### src/rtl/servo_pwm_channel_if.sv
// ------------------------------------------------------------------
// servo_pwm_channel_if : control/status bundle of one servo PWM channel
// Rev 1.0
// ------------------------------------------------------------------
`default_nettype none

interface servo_pwm_channel_if;
   logic       load;
   logic [7:0] data;
   logic       enable;
   logic       pwm;
   logic       frame_start;
   logic [7:0] position;
   logic       pending;

   modport master (
      output load, data, enable,
      input  pwm, frame_start, position, pending
   );

   modport slave (
      input  load, data, enable,
      output pwm, frame_start, position, pending
   );
endinterface

`default_nettype wire

### src/rtl/servo_pwm_channel.sv
// ------------------------------------------------------------------
// servo_pwm_channel : RC servo pulse generator with shadowed position
// Rev 1.0
// ------------------------------------------------------------------
`default_nettype none

module servo_pwm_channel #(
   parameter int unsigned PRESCALE    = 195,
   parameter int unsigned MIN_TICKS   = 256,
   parameter int unsigned FRAME_TICKS = 5120
) (
   input  logic               clk,
   input  logic               rst_n,
   servo_pwm_channel_if.slave bus
);

   localparam int unsigned PRE_W  = (PRESCALE > 1) ? $clog2(PRESCALE) : 1;
   localparam int unsigned TICK_W = $clog2(FRAME_TICKS);

   localparam logic [PRE_W-1:0]  c_pre_last   = PRE_W'(PRESCALE - 1);
   localparam logic [PRE_W-1:0]  c_pre_one    = PRE_W'(1);
   localparam logic [TICK_W-1:0] c_frame_last = TICK_W'(FRAME_TICKS - 1);
   localparam logic [TICK_W-1:0] c_min        = TICK_W'(MIN_TICKS);
   localparam logic [TICK_W-1:0] c_tick_one   = TICK_W'(1);

   localparam logic [1:0] c_st_idle = 2'd0;
   localparam logic [1:0] c_st_high = 2'd1;
   localparam logic [1:0] c_st_low  = 2'd2;

   logic [1:0]        state_q, state_d;
   logic [PRE_W-1:0]  presc_q, presc_d;
   logic [TICK_W-1:0] tcnt_q, tcnt_d;
   logic [7:0]        shadow_q, shadow_d;
   logic [7:0]        position_q, position_d;
   logic              pending_q, pending_d;
   logic              load_prev_q;
   logic              pwm_q, pwm_d;
   logic              frame_start_q, frame_start_d;

   logic              w_tick;
   logic              w_boundary;
   logic              w_high_end;
   logic              w_load_edge;
   logic              w_frame_go;
   logic [TICK_W-1:0] w_high_last;

   // Counter width covers FRAME_TICKS-1, which bounds MIN_TICKS+255.
   assign w_high_last = c_min + TICK_W'(position_q) - c_tick_one;
   assign w_tick      = (presc_q == c_pre_last);
   assign w_boundary  = w_tick && (tcnt_q == c_frame_last);
   assign w_high_end  = w_tick && (tcnt_q == w_high_last);
   assign w_load_edge = bus.load && !load_prev_q;

   always_ff @(posedge clk) begin
      if (!rst_n) begin
         state_q       <= c_st_idle;
         presc_q       <= '0;
         tcnt_q        <= '0;
         shadow_q      <= '0;
         position_q    <= '0;
         pending_q     <= 1'b0;
         load_prev_q   <= 1'b0;
         pwm_q         <= 1'b0;
         frame_start_q <= 1'b0;
      end else begin
         state_q       <= state_d;
         presc_q       <= presc_d;
         tcnt_q        <= tcnt_d;
         shadow_q      <= shadow_d;
         position_q    <= position_d;
         pending_q     <= pending_d;
         load_prev_q   <= bus.load;
         pwm_q         <= pwm_d;
         frame_start_q <= frame_start_d;
      end
   end

   // Enable is only looked at in IDLE and on the frame boundary.
   always_comb begin
      state_d    = state_q;
      w_frame_go = 1'b0;
      case (state_q)
         c_st_idle: begin
            if (bus.enable) begin
               state_d    = c_st_high;
               w_frame_go = 1'b1;
            end
         end
         c_st_high, c_st_low: begin
            if (w_boundary) begin
               if (bus.enable) begin
                  state_d    = c_st_high;
                  w_frame_go = 1'b1;
               end else begin
                  state_d = c_st_idle;
               end
            end else if ((state_q == c_st_high) && w_high_end) begin
               state_d = c_st_low;
            end
         end
         default: state_d = c_st_idle;
      endcase
   end

   always_comb begin
      presc_d       = presc_q;
      tcnt_d        = tcnt_q;
      shadow_d      = shadow_q;
      position_d    = position_q;
      pending_d     = pending_q;
      if (state_q == c_st_idle) begin
         presc_d = '0;
         tcnt_d  = '0;
      end else begin
         presc_d = w_tick ? '0 : presc_q + c_pre_one;
         if (w_tick) begin
            tcnt_d = (tcnt_q == c_frame_last) ? '0 : tcnt_q + c_tick_one;
         end
      end
      if (w_frame_go && pending_q) begin
         position_d = shadow_q;
         pending_d  = 1'b0;
      end
      // A capture on the frame-start edge lands in shadow for the next frame.
      if (w_load_edge) begin
         shadow_d  = bus.data;
         pending_d = 1'b1;
      end
      pwm_d         = (state_d == c_st_high);
      frame_start_d = w_frame_go;
   end

   assign bus.pwm         = pwm_q;
   assign bus.frame_start = frame_start_q;
   assign bus.position    = position_q;
   assign bus.pending     = pending_q;

endmodule

`default_nettype wire
### src/flat_wrapper.sv
// flat-port wrapper written by rule: the top's interface ports become plain ports
module servo_pwm_channel_flat 
#(
   parameter int unsigned PRESCALE    = 195,
   parameter int unsigned MIN_TICKS   = 256,
   parameter int unsigned FRAME_TICKS = 5120
)
  (clk, rst_n, bus_load, bus_data, bus_enable, bus_pwm, bus_frame_start, bus_position, bus_pending);
  servo_pwm_channel_if bus_i ();
  input  logic clk;
  input  logic rst_n;
  input wire logic [$bits(bus_i.load)-1:0] bus_load;
  input wire logic [$bits(bus_i.data)-1:0] bus_data;
  input wire logic [$bits(bus_i.enable)-1:0] bus_enable;
  output wire logic [$bits(bus_i.pwm)-1:0] bus_pwm;
  output wire logic [$bits(bus_i.frame_start)-1:0] bus_frame_start;
  output wire logic [$bits(bus_i.position)-1:0] bus_position;
  output wire logic [$bits(bus_i.pending)-1:0] bus_pending;
  assign bus_i.load = bus_load;
  assign bus_i.data = bus_data;
  assign bus_i.enable = bus_enable;
  assign bus_pwm = bus_i.pwm;
  assign bus_frame_start = bus_i.frame_start;
  assign bus_position = bus_i.position;
  assign bus_pending = bus_i.pending;
  servo_pwm_channel #(.PRESCALE(PRESCALE), .MIN_TICKS(MIN_TICKS), .FRAME_TICKS(FRAME_TICKS)) u_core (.clk(clk), .rst_n(rst_n), .bus(bus_i));
endmodule
### config.mk
export PLATFORM = sky130hd
export DESIGN_NAME = servo_pwm_channel_flat
export DESIGN_NICKNAME = d
export VERILOG_FILES = /design/src/rtl/servo_pwm_channel_if.sv /design/src/rtl/servo_pwm_channel.sv /design/src/flat_wrapper.sv
export SDC_FILE = /design/constraint.sdc
export NUM_CORES = 1
export LEC_CHECK = 0
export BUFFER_PORTS_ARGS = -buffer_cell sky130_fd_sc_hd__buf_2
export CORE_ASPECT_RATIO = 0.9
export CORE_MARGIN = 2
export CORE_UTILIZATION = 55
export CTS_CLUSTER_SIZE = 8
export DETAILED_ROUTE_END_ITERATION = 10
export HOLD_SLACK_MARGIN = 0.12
export PLACE_DENSITY = 0.73
export RECOVER_POWER = 25
export SYNTH_ARGS = -nofsm -noshare
export SYNTH_HDL_FRONTEND = slang
export SYNTH_SLANG_ARGS = --single-unit
export TNS_END_PERCENT = 10
### constraint.sdc
create_clock -name clk -period 3.45 [get_ports clk]
set_clock_uncertainty 0.2 [all_clocks]
set_input_delay 0.1725 -clock clk [delete_from_list [all_inputs] [get_ports clk]]
set_output_delay 0.1725 -clock clk [all_outputs]
set_load 0.01 [all_outputs]
==> Word level (Yosys, flattened, before mapping) <==
Cells that the tools add are included.
{ "totals": {"out_inout_bits": 11, "reg_bits": 43, "wordCells": 42, "input_bits": 12} }
{ "classes": {"eq_ne": 6, "mux": 11, "n_reduce_logical": 11, "n_bitwise": 1, "n_addsub": 4} }
{ "ops": {"columns": ["operator", "count"], "rows": [
  ["adder 13 x 1 -> 13 bit, second input constant", 1],
  ["equality test 13 bit", 1],
  ["equality test 13 bit, second input constant", 1],
  ["two-way mux 13 bit", 1],
  ["subtractor 13 x 1 -> 13 bit, second input constant", 1],
  ["adder 9 x 8 -> 10 bit, first input constant", 1],
  ["adder 8 x 1 -> 8 bit, second input constant", 1],
  ["equality test 8 bit, second input constant", 1],
  ["two-way mux 2 bit", 3],
  ["logical AND 1 bit", 5],
  ["two-way mux 1 bit", 5],
  ["equality test 2 x 1 -> 1 bit, second input constant", 2],
  ["one-hot mux 2 bit (2 select lines)", 1],
  ["OR reduction 2 bit", 2],
  ["OR reduction 3 bit", 1],
  ["equality test 2 bit, second input constant", 1],
  ["zero test 2 bit", 1],
  ["one-hot mux 1 bit (2 select lines)", 1],
  ["nonzero test 2 bit", 1],
  ["zero test 1 bit", 1],
  ["NOT 1 bit", 1]
]} }

==> Logic depth before layout (Yosys ltp) <==
{ "logic_depth": {"word_depth": 9, "mapped_depth": 10, "depth_no_buf": 8} }

==> Least setup slack after synthesis <==
OpenSTA, ideal clock, no wires.
{ "synth_timing": {"path_kind": "reg2reg", "start": "register u_core.presc_q[0]", "end": "register u_core.position_q[0], in the netlist u_core.bus.position[0]", "arrival_time_ns": 1.941, "synth_period_minus_slack_ns": 2.257, "path_stages_with_launch": 11, "setup_time_ns": 0.116, "setup_slack_ns": 1.193, "path_cell_list": "dfxtp_1 inv_1 ha_1 nor4b_2 and2_1 clkbuf_1 a31oi_1 nor4bb_1 buf_4 mux2i_1 nor2b_1"} }
{ "synth_via": {"elab_chain_cells": 5} }
{ "synth_rtl": {"columns": ["item", "line", "rtl"], "rows": [
  ["start: declaration", "servo_pwm_channel.sv:31", "logic [PRE_W-1:0] presc_q, presc_d;"],
  ["start signal: assignment", "servo_pwm_channel.sv:67", "presc_q <= presc_d;"],
  ["equality test 8 bit", "servo_pwm_channel.sv:49", "assign w_tick = (presc_q == c_pre_last);"],
  ["logical AND 1 bit", "servo_pwm_channel.sv:50", "assign w_boundary = w_tick && (tcnt_q == c_frame_last);"],
  ["two-way mux 1 bit", "servo_pwm_channel.sv:90", "if (w_boundary) begin"],
  ["one-hot mux 1 bit (2 select lines)", "servo_pwm_channel.sv:82", "case (state_q)"],
  ["logical AND 1 bit", "servo_pwm_channel.sv:120", "if (w_frame_go && pending_q) begin"],
  ["end signal: assignment", "servo_pwm_channel.sv:70", "position_q <= position_d;"],
  ["end: declaration", "servo_pwm_channel.sv:34", "logic [7:0] position_q, position_d;"]
]} }
No other way between the ends.
A chain may end at the register's enable or synchronous reset.

==> Final worst setup path <==
{ "layout_timing": {"start": "register u_core.presc_q[0]", "end": "register u_core.position_q[7], in the netlist u_core.bus.position[7]"} }
The elaborated chain is that of the path after synthesis.

==> reports/summary.md <==
• outcome: finished clean
• buffers from clock root to sink, at most: 2
• Synth Flop Type: sky130_fd_sc_hd__dfxtp_1
• number of detailed-route iterations in the first pass: 4
• R2R Path Start: u_core.presc_q[0]
• Avg WL per Cell: 13.3 um
• Data arrival, critical path: 2460 ps
• worst setup slack for register-to-register paths: 990 ps
• capture point of the critical path: u_core.bus.position[7]
• Post-Place Worst Slack: 1010 ps
• std cell rows: 21
• power spent charging and discharging nets: 220 uW
• flip-flop and latch count after synthesis: 43
• Pwr per Cell Area: 353 nW/um2
• final sum of negative setup slack: 0 ps
• grt total ovfl: 0
• number of buffer cells added on primary ports: 22
• CORE AREA: 3780 um2
• internal portion of total power: 698 uW
• floorplan die width: 70.8 um
• drt first-iter violations: 153
• GRT Resource Usage Total: 22.6%
• part of the Yosys area used for sequential elements: 39.0%
• series of cell instances along the critical path: inv_1, ha_1, nor4b_2, and2_1, a31oi_1, nor4bb_2, buf_4, mux2i_1, nor2b_1
• most common library cell in the layout ignoring fill and taps: sky130_fd_sc_hd__dfxtp_1
• nets in the synthesized netlist: 276
• clock latency reported for the late side of the worst-skew pair: 290 ps
• part of the power in combinational logic: 10.2%
• Slew Limit Headroom: 51.2%
• Nets: 313
• measured slew at the worst slew-check pin: 731 ps
• worst setup path startpoint: u_core.presc_q[0]
• Min Clock Period, post-route: 2460 ps
• DP Wirelength: 2.98 mm
• most used cells in the layout excluding fill and tap cells: sky130_fd_sc_hd__dfxtp_1 (43), sky130_fd_sc_hd__nor2_1 (35), sky130_fd_sc_hd__nand2_1 (31)
• diode count: 0
• ratio of cells with drive above 1 in the final layout: 8.47%
• classification of the worst setup path: reg -> reg
• peak supply drop: 0.000349 V
• Max stage delay on crit path: 350 ps
• die area: 4540 um2
• Max Cap Viol: 0
• root buffer cell: sky130_fd_sc_hd__clkbuf_8
• startpoint types: flip-flop
• Post-synth EDFFs: 0
• via count of the first global-routing pass: 1791
• highest fanout seen on the critical path: 8
• CTS buffer count: 5
• worst min-delay path category: reg -> reg
• number of hold violations in the final report: 0
• achievable frequency: 406 MHz
• start point of the worst hold path: u_core.presc_q[0]
• post-detailed-route via-to-cell ratio: 5.33
• routability congestion estimate from global placement: 0.837
• Filler Cell Count: 319
• die height: 64.1 um
• number of nets with antenna violations after routing: 0
• max-slew violations: 0
• DRT Wirelength: 4.53 mm
• Synth-to-Final Area Change: 17.9%
• Leakage: 0.000977 uW
• proportion of power drawn by flip-flops and latches: 56.5%
• period utilisation layout: 71.4%
• clock network fraction of total power: 33.4%
• critical-path cell with the highest stage delay: sky130_fd_sc_hd__dfxtp_1
• I/O pin count: 23
• starting density of the core: 58.3%
• proportion of total power due to net switching: 24.0%
• critical path required time: 3440 ps
• maximum number of pins on one net before global-route repair: 22
• number of antenna violations at the first check in global routing: 0
• post-synthesis instance total: 257
• final setup vio count: 0
• clock slew at reported path FFs: 80 ps
• first-pass GRT wire length: 8.24 mm
• average cell area after synthesis: 8.59 um2
• netlist area before placement: 2210 um2
• unique cell type count in the Yosys netlist: 46
• H-tree lvl count: 2
• Setup crit end kind: flip-flop
• cell depth of the worst flop-to-flop path: 9
• Synthesis Warnings: 0
• via count: 1818
• setup slack after layout: 988 ps
• unrepaired setup endpoints after global routing: no
• r2r endpoint: u_core.bus.position[7]
• proportion of register bits with asynchronous set or reset after synthesis: 0%
• CTS tree: done
• Final Total Pwr: 918 uW
• clock sinks: 43
• post-route worst hold slack: 298 ps
• # DRC: 0
• total setup buffers inserted after CTS: 0
-- per-stage QoR --
stage / area (um2) / instances / utilization (%)
after floorplan: 2210 / 257 / -
after global placement: 2330 / 313 / 61.7
after detailed placement: 2330 / 313 / 61.7
after CTS: 2620 / 341 / 69.1
after global routing: 2600 / 341 / 68.8
final: 2600 / 341 / 68.8
-- Yosys cell counts, types with 2 or more instances --
master,instances,area [um2]
sky130_fd_sc_hd__nand3_1,9,45.0
sky130_fd_sc_hd__nor4_1,3,18.8
sky130_fd_sc_hd__nand2_1,31,116
sky130_fd_sc_hd__nor2b_1,11,68.8
sky130_fd_sc_hd__o21ba_2,2,20.0
sky130_fd_sc_hd__a21boi_0,10,75.1
sky130_fd_sc_hd__o21ai_0,2,10.0
sky130_fd_sc_hd__nand2b_1,4,25.0
sky130_fd_sc_hd__dfxtp_1,43,861
sky130_fd_sc_hd__inv_1,6,22.5
sky130_fd_sc_hd__and2_1,5,31.3
sky130_fd_sc_hd__nor4bb_1,2,20.0
sky130_fd_sc_hd__nor2_1,35,131
sky130_fd_sc_hd__a21oi_1,7,35.0
sky130_fd_sc_hd__xor2_1,15,131
sky130_fd_sc_hd__o2111a_1,2,22.5
sky130_fd_sc_hd__nand4_1,5,31.3
sky130_fd_sc_hd__nor3_1,5,25.0
sky130_fd_sc_hd__clkbuf_1,10,37.5
sky130_fd_sc_hd__mux2i_1,8,80.1
sky130_fd_sc_hd__ha_1,7,87.6
sky130_fd_sc_hd__xnor2_1,9,78.8
sky130_fd_sc_hd__and4_1,2,17.5
sky130_fd_sc_hd__a311o_1,2,20.0
-- critical path: cells and delay by family (launching register included) --
family | cells | cell delay (ps)
AO/OA/AOI/OAI | 1 | 190
adder cells (fa/ha/maj) | 1 | 130
buffers and inverters | 2 | 310
flip-flops | 1 | 350
multiplexers | 1 | 210
AND/OR/NAND/NOR | 4 | 980
-- per-layer routing --
metal / up-vias / wire [um] / global-route usage (%)
li1: 946 / - / -
met1: 831 / 2290 / 31.8
met2: 32 / 2000 / 34.6
met3: 9 / 169 / 4.26
met4: 0 / 70 / 8.25
met5: - / 0 / 0
-- registers in the layout, indices dropped and copies added, names as in the netlist --
signal / flops
u_core.bus.position: 8
u_core.tcnt_q: 13
u_core.load_prev_q: 1
u_core.bus.pending: 1
u_core.shadow_q: 8
u_core.bus.pwm: 1
u_core.presc_q: 8
u_core.state_q: 2
u_core.bus.frame_start: 1
-- power groups by stage --
stage / combinational (uW) / clock (uW) / sequential [uW]
final: 93.2 / 306 / 519
after global placement: 74.0 / 0 / 530
after detailed placement: 74.1 / 0 / 530
after CTS: 91.8 / 310 / 518
after global routing: 104 / 336 / 520
after floorplan: 52.2 / 0 / 529
-- what timing repair did --
action | CTS | global route
endpoints found under the hold margin | 23 | 0
gates resized for setup | 0 | 0
hold buffers | 20 | 0
-- logic make-up (layout without fill, tap and decap cells) --
| family | count (synthesis) | after routing | share of synthesized area [%] |
|---|---|---|---|
| adder cells (fa/ha/maj) | 7 | 7 | 3.97 |
| buffers and inverters | 19 | 57 | 3.46 |
| AND/OR/NAND/NOR | 122 | 122 | 28.9 |
| AO/OA/AOI/OAI | 34 | 34 | 11.6 |
| multiplexers | 8 | 8 | 3.63 |
| XOR/XNOR | 24 | 24 | 9.52 |
| flip-flops | 43 | 43 | 39.0 |
-- worst min-delay path by stage --
| stage | endpoint | slack (ps) | depth (start not counted) |
|---|---|---|---|
| 2_1_floorplan | u_core.load_prev_q | 100 | 1 |
| 3_3_place_gp | u_core.load_prev_q | 210 | 2 |
| 5_1_grt | u_core.presc_q[0] | 310 | 1 |
| 4_1_cts | u_core.presc_q[0] | 290 | 1 |
| 6_report | u_core.presc_q[0] | 300 | 1 |
| 3_5_place_dp | u_core.load_prev_q | 220 | 2 |
-- area by class of cell --
type / count / area, um2 / share of cell area [%]
clock buffers: 7 / 76.3 / 2.93
inverters: 6 / 22.5 / 0.866
repair buffers: 43 / 303 / 11.6
multi-input cells: 195 / 1280 / 49.1
flip-flops and latches: 43 / 861 / 33.1
well taps: 46 / 57.6 / 2.21
clock inverters: 1 / 5.00 / 0.192
No activity file was read; power rests on OpenSTA's default activity.
